[src/rtl/wt8_err_accum.sv]
// rtl/wt8_err_accum.sv - windowed error-metric accumulator for approximate vs exact products
// Optional sum-of-squared-error output enabled by defining WT8_ERR_ACCUM_SQ_ERR_EN.
module wt8_err_accum #(
    parameter int W        = 16,
    parameter int WIN_LOG2 = 10,
    parameter int ACC_W    = W + WIN_LOG2
) (
    input  logic                clk,
    input  logic                rst,
    input  logic                in_valid,
    output logic                in_ready,
    input  logic [W-1:0]        prod_apx,
    input  logic [W-1:0]        prod_ref,
    input  logic                flush,
    output logic                res_valid,
    input  logic                res_ready,
    output logic [ACC_W-1:0]    sum_abs_err,
    output logic [W-1:0]        max_abs_err,
    output logic [WIN_LOG2:0]   err_count,
    output logic [WIN_LOG2:0]   n_samples
`ifdef WT8_ERR_ACCUM_SQ_ERR_EN
    ,
    output logic [2*W+WIN_LOG2-1:0] sum_sq_err
`endif
);

    localparam int N_W = WIN_LOG2 + 1;
    localparam logic [N_W-1:0] WIN_LEN = {1'b1, {WIN_LOG2{1'b0}}};

    typedef enum logic {
        ACCUM = 1'b0,
        HOLD  = 1'b1
    } state_t;

    state_t state_q, state_d;

    logic [ACC_W-1:0] acc_sum_q, acc_sum_d, acc_sum_nx;
    logic [W-1:0]     acc_max_q, acc_max_d, acc_max_nx;
    logic [N_W-1:0]   acc_cnt_q, acc_cnt_d, acc_cnt_nx;
    logic [N_W-1:0]   n_q, n_d, n_nx;

    logic [ACC_W-1:0] out_sum_q, out_sum_d;
    logic [W-1:0]     out_max_q, out_max_d;
    logic [N_W-1:0]   out_cnt_q, out_cnt_d;
    logic [N_W-1:0]   out_n_q, out_n_d;

    logic             accept;
    logic             close;
    logic [W:0]       diff;
    logic [W-1:0]     abs_err;

    assign in_ready = (state_q == ACCUM) && !rst;
    assign accept   = in_valid && in_ready;

    // Magnitude of a negative (W+1)-bit difference never exceeds 2^W-1, so
    // negating the low W bits alone gives the exact absolute value.
    always_comb begin
        diff    = {1'b0, prod_apx} - {1'b0, prod_ref};
        abs_err = diff[W] ? ({W{1'b0}} - diff[W-1:0]) : diff[W-1:0];
    end

    always_comb begin
        acc_sum_nx = acc_sum_q;
        acc_max_nx = acc_max_q;
        acc_cnt_nx = acc_cnt_q;
        n_nx       = n_q;
        if (accept) begin
            acc_sum_nx = acc_sum_q + ACC_W'(abs_err);
            acc_max_nx = (abs_err > acc_max_q) ? abs_err : acc_max_q;
            acc_cnt_nx = acc_cnt_q + N_W'(abs_err != '0);
            n_nx       = n_q + N_W'(1'b1);
        end
    end

    assign close = (state_q == ACCUM) && ((accept && (n_nx == WIN_LEN)) || flush);

    always_comb begin
        state_d   = state_q;
        acc_sum_d = acc_sum_nx;
        acc_max_d = acc_max_nx;
        acc_cnt_d = acc_cnt_nx;
        n_d       = n_nx;
        out_sum_d = out_sum_q;
        out_max_d = out_max_q;
        out_cnt_d = out_cnt_q;
        out_n_d   = out_n_q;
        case (state_q)
            ACCUM: begin
                if (close) begin
                    state_d   = HOLD;
                    out_sum_d = acc_sum_nx;
                    out_max_d = acc_max_nx;
                    out_cnt_d = acc_cnt_nx;
                    out_n_d   = n_nx;
                    acc_sum_d = '0;
                    acc_max_d = '0;
                    acc_cnt_d = '0;
                    n_d       = '0;
                end
            end
            HOLD: begin
                if (res_ready) begin
                    state_d = ACCUM;
                end
            end
            default: state_d = ACCUM;
        endcase
    end

    always_ff @(posedge clk) begin
        if (rst) begin
            state_q   <= ACCUM;
            acc_sum_q <= '0;
            acc_max_q <= '0;
            acc_cnt_q <= '0;
            n_q       <= '0;
            out_sum_q <= '0;
            out_max_q <= '0;
            out_cnt_q <= '0;
            out_n_q   <= '0;
        end else begin
            state_q   <= state_d;
            acc_sum_q <= acc_sum_d;
            acc_max_q <= acc_max_d;
            acc_cnt_q <= acc_cnt_d;
            n_q       <= n_d;
            out_sum_q <= out_sum_d;
            out_max_q <= out_max_d;
            out_cnt_q <= out_cnt_d;
            out_n_q   <= out_n_d;
        end
    end

`ifdef WT8_ERR_ACCUM_SQ_ERR_EN
    localparam int SQ_W = 2 * W + WIN_LOG2;

    logic [SQ_W-1:0] acc_sq_q, acc_sq_d, acc_sq_nx;
    logic [SQ_W-1:0] out_sq_q, out_sq_d;

    always_comb begin
        acc_sq_nx = accept ? (acc_sq_q + SQ_W'(abs_err) * SQ_W'(abs_err)) : acc_sq_q;
        acc_sq_d  = close ? '0 : acc_sq_nx;
        out_sq_d  = close ? acc_sq_nx : out_sq_q;
    end

    always_ff @(posedge clk) begin
        if (rst) begin
            acc_sq_q <= '0;
            out_sq_q <= '0;
        end else begin
            acc_sq_q <= acc_sq_d;
            out_sq_q <= out_sq_d;
        end
    end

    assign sum_sq_err = out_sq_q;
`endif

    assign res_valid   = (state_q == HOLD);
    assign sum_abs_err = out_sum_q;
    assign max_abs_err = out_max_q;
    assign err_count   = out_cnt_q;
    assign n_samples   = out_n_q;

endmodule

[config.mk]
export PLATFORM = sky130hd
export DESIGN_NAME = wt8_err_accum
export DESIGN_NICKNAME = d
export VERILOG_FILES = /design/src/rtl/wt8_err_accum.sv
export SDC_FILE = /design/constraint.sdc
export NUM_CORES = 1
export LEC_CHECK = 0
export BUFFER_PORTS_ARGS = -buffer_cell sky130_fd_sc_hd__buf_2
export CAP_MARGIN = 20
export CORE_UTILIZATION = 30
export CTS_BUF_LIST = sky130_fd_sc_hd__clkbuf_2
export CTS_CLUSTER_DIAMETER = 120
export DETAILED_ROUTE_END_ITERATION = 7
export PLACE_DENSITY = 0.49
export SLEW_MARGIN = 20
export SYNTH_ARGS = -nofsm -noshare
export SYNTH_HDL_FRONTEND = slang
export SYNTH_SLANG_ARGS = --single-unit
[constraint.sdc]
create_clock -name clk -period 17.1 [get_ports clk]
set_clock_uncertainty 0.2 [all_clocks]
set_input_delay 3.42 -clock clk [delete_from_list [all_inputs] [get_ports clk]]
set_output_delay 3.42 -clock clk [all_outputs]
set_load 0.01 [all_outputs]
==> results of run 1 <==
==> power by group through the flow <==
stage / clock [W] / sequential (W) / combinational (W)
after global routing: 0.000231 / 0.000318 / 0.000255
after global placement: 0 / 0.000322 / 0.000225
after floorplan: 0 / 0.000323 / 0.000172
after CTS: 0.000220 / 0.000316 / 0.000227
after detailed placement: 0 / 0.000322 / 0.000226
final: 0.000211 / 0.000316 / 0.000223
==> state kept, by name, summed over array words and instances (netlist names) <==
signal,cells
err_count,11
sum_abs_err,26
n_samples,11
max_abs_err,16
res_valid,1
n_q,11
acc_cnt_q,11
acc_max_q,16
acc_sum_q,26
==> through the flow <==
step	std cells	hold slack, ns	cell area, um2	worst slack, ns
2_1_floorplan	829	0.2720	7028	8.632
3_3_place_gp	1214	0.2309	7826	7.604
3_5_place_dp	1214	0.2374	7826	7.475
4_1_cts	1246	0.2639	8094	8.261
5_1_grt	1248	0.2867	8099	7.659
6_report	1248	0.2570	8099	8.221
==> metal layers <==
metal | GRT usage | routed length [um]
met5 | 0 | 0
met4 | 0.04243 | 179
met3 | 0.02897 | 557
met2 | 0.2317 | 7103
met1 | 0.1927 | 8346
==> worst paths after layout <==
path | end | slack (ns) | cells after the start
worst max register to register | err_count[1] | 13.35 | 14
worst min-delay path | max_abs_err[0] | 0.26 | 2
worst max-delay path | sum_abs_err[20] | 8.22 | 23
worst min register to register | max_abs_err[0] | 0.26 | 2
==> placed cells by master (no fill, tap or decap), drive strengths merged, types with 21 or more instances in the layout <==
cell,Yosys,final
a21oi,38,38
xor2,28,28
nand2,93,93
buf,6,107
nor2,104,104
ha,51,51
clkbuf,29,21
inv,46,46
dfxtp,129,129
mux2i,21,21
o21ai,78,78
xnor2,41,41
==> layout make-up <==
class / instances / share of cell area
inverters: 46 / 0.02132
diodes: 2 / 0.0006180
repair buffers: 107 / 0.06767
flip-flops and latches: 129 / 0.3189
clock inverters: 11 / 0.02008
multi-input cells: 619 / 0.5101
well taps: 313 / 0.04835
clock buffers: 21 / 0.01298
==> critical path, delay by kind of cell <==
kind / cells / cell delay, ns
buf+inv: 3 / 0.19
xor+xnor: 1 / 0.18
compound gates: 15 / 4.08
fa+ha+maj: 3 / 1.14
simple gates: 1 / 0.21
==> cell families (layout without fill, tap and decap cells) <==
family | Yosys count | after routing | synth area share
compound gates | 191 | 191 | 0.1825
xor+xnor | 70 | 70 | 0.09133
fa+ha+maj | 55 | 55 | 0.09952
buf+inv | 81 | 185 | 0.04611
flops | 129 | 129 | 0.3675
mux | 22 | 22 | 0.03151
other cells | 0 | 2 | 0
simple gates | 281 | 281 | 0.1816
==> out/metrics.cfg, run 1 <==
[outcome]
status = finished, final reports clean

[timing]
fin_crit_ns = 8.879
drv_slew = 0
max_freq_mhz = 112.6
rsz0062_at_grt = no
finalHoldViolations = 0
tightestPinTransition_ns = 0.9778
setup_viol = 0
final.setup.tns_ns = 0
fin_crit_sh = 0.5192
slew_headroom = 0.3481

[setup_path]
arrival_ns = 9.24
end_kind = flip-flop
cp_cell_sequence = buf_2 -> inv_1 -> ha_1 -> inv_1 -> fa_1 -> a21o_1 -> a221oi_2 -> o31ai_1 -> a221oi_2 -> o21ai_0 -> fa_1 -> a21o_1 -> a21oi_1 -> o21bai_1 -> a21oi_1 -> o21bai_1 -> a21oi_1 -> o211ai_1 -> a31o_2 -> a21o_1 -> or3b_2 -> xor2_1 -> o21ai_0
crit_required_ns = 17.46
cpMaxStageDelayCell = a221oi_2
criticalPathCategory = input pin to flip-flop
slowest_delay_ns = 0.85
path_max_fanout = 14
crit_path_start_kind = input pin
crit_start = prod_apx[0]
regToRegStartpoint = res_valid

[routing]
vias_per_cell = 4.629
ant_nets = 0
wirelength_um = 16190
drt_iter0_markers = 209
wl_per_cell_um = 12.97
drc = 0
firstDrtPassIters = 4
num_vias = 5777

[synthesis]
syn_area_per_cell_um2 = 8.478
yosysWarnings = 0
syn_inst = 829
synth_common_cells = dfxtp_1, nor2_1, nand2_1, o21ai_0, ha_1
synth_area_leaders = dfxtp_1, ha_1, nor2_1, xnor2_1, nand2_1
synth.top_cell.area_share = 0.3675
synth.distinct_cells = 77
yosys.cell_count.top_type = dfxtp_1
async_flop_share = 0
synth_seq_cells = 129
synth_ff_type = dfxtp_1
synth-edff-count = 0
ys_seq_area_frac = 0.3675
synth_top_area_cell = dfxtp_1
synthesis.area_mm2 = 0.007028
syn_nets = 919

[die]
rows = 55
ios = 103
die-area_mm2 = 0.02404
die_h_um = 155.1
dieWidth_um = 155.1
initial_core_util = 0.3085
design.core.area_mm2 = 0.02278

[grt]
grt_pass1_vias = 5597
grt_max_degree = 62
grt_pass1_wl_um = 27550
grt_overflow = 0
antenna_found_initial = 1
grt_use_total = 0.1436

[placed_design]
gp_congestion = 0.7541
port_buffers = 102
dp_hpwl_um = 11980

[power]
p_int_w = 0.0004966
ir_worst_vdd_v = 0.00003300
seqPwrFrac = 0.421
clkPwrFrac = 0.281
total_leakage_power_nw = 3.375
p_total_w = 0.0007498
p_per_area_mw_per_mm2 = 92.58
p_sw_w = 0.0002532
swShare = 0.3377
power_frac_comb = 0.298

[cts]
cts.sinks = 129
post_cts_buffers = 0
cts_tree = done
cts_htree_levels = 4
path_clk_slew_ns = 0.17
clock-root-buffer = clkbuf_2
cts_resized = 0
worstSkewPairLatency_ns = 0.69
cts_buffer_depth = 2
postCtsHoldBufs = 0
numCtsBuffers = 17

[run]
drv_cap = 0

[layout]
layout.nets = 1010
synthToLayoutAreaGrowth_pct = 15.24
final_core_util = 0.3556
fill_cells = 2438
multi_input_area_mm2 = 0.004131
drive_gt1_frac = 0.1790
ff_latch_area_mm2 = 0.002582

[min_path]
min_from = max_abs_err[0]
hp-class = flip-flop to flip-flop

(Power assumes the default switching activity.)
==> run 2: changes to the inputs <==
Settings changed: PLACE_DENSITY 0.49 to 0.51.
Clock period 17.1 ns to 8.05 ns, I/O delays scaled along.
==> out/metrics.cfg, run 2 (synthesized netlist as in run 1, its figures left out) <==
[cts]
clock-root-buffer = clkbuf_2
postCtsHoldBufs = 0
cts_tree = done
cts_buffer_depth = 2
path_clk_slew_ns = 0.17
cts.sinks = 129
cts_htree_levels = 4
cts_resized = 0
worstSkewPairLatency_ns = 0.69
numCtsBuffers = 17
post_cts_buffers = 0

[routing]
ant_nets = 0
vias_per_cell = 4.627
drt_iter0_markers = 188
wirelength_um = 16410
firstDrtPassIters = 4
wl_per_cell_um = 13.15
drc = 0
num_vias = 5774

[outcome]
status = finished, final reports clean

[setup_path]
reg2reg_slack_ns = 4.18
r2r-end = acc_sum_q[20]
arrival_ns = 6.82
criticalPathCategory = input pin to flip-flop
path_max_fanout = 14
end_kind = flip-flop
crit_required_ns = 8.42
crit_path_start_kind = input pin
ff2ff_path_depth = 13
regToRegStartpoint = res_valid

[timing]
setup_viol = 0
finalHoldViolations = 0
max_freq_mhz = 155.0
rsz0062_at_grt = no
final.setup.tns_ns = 0
final.setup.worst_slack_ns = 1.598
slew_headroom = 0.5194
drv_slew = 0
tightestPinTransition_ns = 0.7148
fin_hold_ws_ns = 0.2622
fin_crit_sh = 0.8014
fin_crit_ns = 6.452

[power]
seqPwrFrac = 0.433
p_int_w = 0.001019
total_leakage_power_nw = 3.365
power_frac_comb = 0.305
ir_worst_vdd_v = 0.00007971
clkPwrFrac = 0.262
swShare = 0.3445
p_per_area_mw_per_mm2 = 192.5
p_sw_w = 0.0005357

[die]
rows = 55
die_h_um = 155.1
ios = 103
design.core.area_mm2 = 0.02278
initial_core_util = 0.3085
die-area_mm2 = 0.02404
dieWidth_um = 155.1

[layout]
drive_gt1_frac = 0.1790
final_cell_mix = dfxtp_1, nor2_1, buf_2
layout.nets = 1011
multi_input_area_mm2 = 0.004131
ff_latch_area_mm2 = 0.002582
final_common_cell = dfxtp_1
final_core_util = 0.3546
fill_cells = 2441
synthToLayoutAreaGrowth_pct = 14.92

[min_path]
min_delay_path_depth = 2
worstHoldEndpoint = max_abs_err[5]
min_from = max_abs_err[5]
hp-class = flip-flop to flip-flop

[placed_design]
port_buffers = 102
pre_cts_slack_ns = 0.8696
dp_hpwl_um = 12210
gp_congestion = 0.7761

[grt]
grt_overflow = 0
grt_max_degree = 50
grt_pass1_vias = 5708
grt_pass1_wl_um = 27650
grt_use_total = 0.1438
antenna_found_initial = 1

[run]
drv_cap = 0

==> run 2: cell type report <==
class                   count  share of cell area
flip-flops and latches    129              0.3198
multi-input cells         619              0.5115
inverters                  46             0.02138
clock inverters            12             0.01766
well taps                 313             0.04849
repair buffers            108             0.06878
diodes                      2           0.0006197
clock buffers              19             0.01177
==> run 2: power by group through the flow <==
stage	Clock (W)	Sequential (W)	Combinational, W
CTS	0.000427	0.000673	0.000481
global placement	0	0.000686	0.000475
floorplan	0	0.000687	0.000364
global route	0.000455	0.000676	0.000535
detailed placement	0	0.000686	0.000479
finish	0.000407	0.000673	0.000475
==> run 2: metal layers <==
metal,global-route usage,wire [um],up-vias
li1,-,-,3060
met1,0.1871,8343,2606
met2,0.2387,7402,98
met3,0.03120,517,10
met4,0.04008,141,0
met5,0,0,-
==> run 2: worst max-delay path by stage <==
stage	from	to	depth (start not counted)
2_1_floorplan	prod_apx[0]	sum_abs_err[20]	23
3_3_place_gp	prod_apx[0]	sum_abs_err[20]	24
3_5_place_dp	prod_apx[0]	sum_abs_err[20]	24
4_1_cts	prod_apx[0]	sum_abs_err[24]	24
5_1_grt	prod_apx[0]	sum_abs_err[23]	24
6_report	prod_apx[0]	sum_abs_err[24]	24
==> run 2: critical path, cell delays in order <==
cell and delay [ns]:
buf_2 0.09, inv_1 0.04, ha_1 0.16, inv_1 0.05, fa_1 0.41, a21o_1 0.23
a221oi_2 0.38, o31ai_1 0.23, a221oi_2 0.26, buf_4 0.23, o21ai_0 0.26, fa_1 0.51
a21o_1 0.17, a21oi_1 0.23, o21bai_1 0.11, a21oi_1 0.22, o21bai_1 0.09, a21oi_1 0.36
o211ai_1 0.21, a31o_2 0.27, a21o_1 0.23, nor3b_1 0.17, xnor2_1 0.19, o21ai_0 0.09
==> run 2: through the flow <==
step / std cells / cell area [um2] / power, W
floorplan: 829 / 7028 / 0.001052
global placement: 1215 / 7834 / 0.001161
detailed placement: 1215 / 7834 / 0.001164
CTS: 1246 / 8071 / 0.001582
global route: 1248 / 8077 / 0.001666
finish: 1248 / 8077 / 0.001555
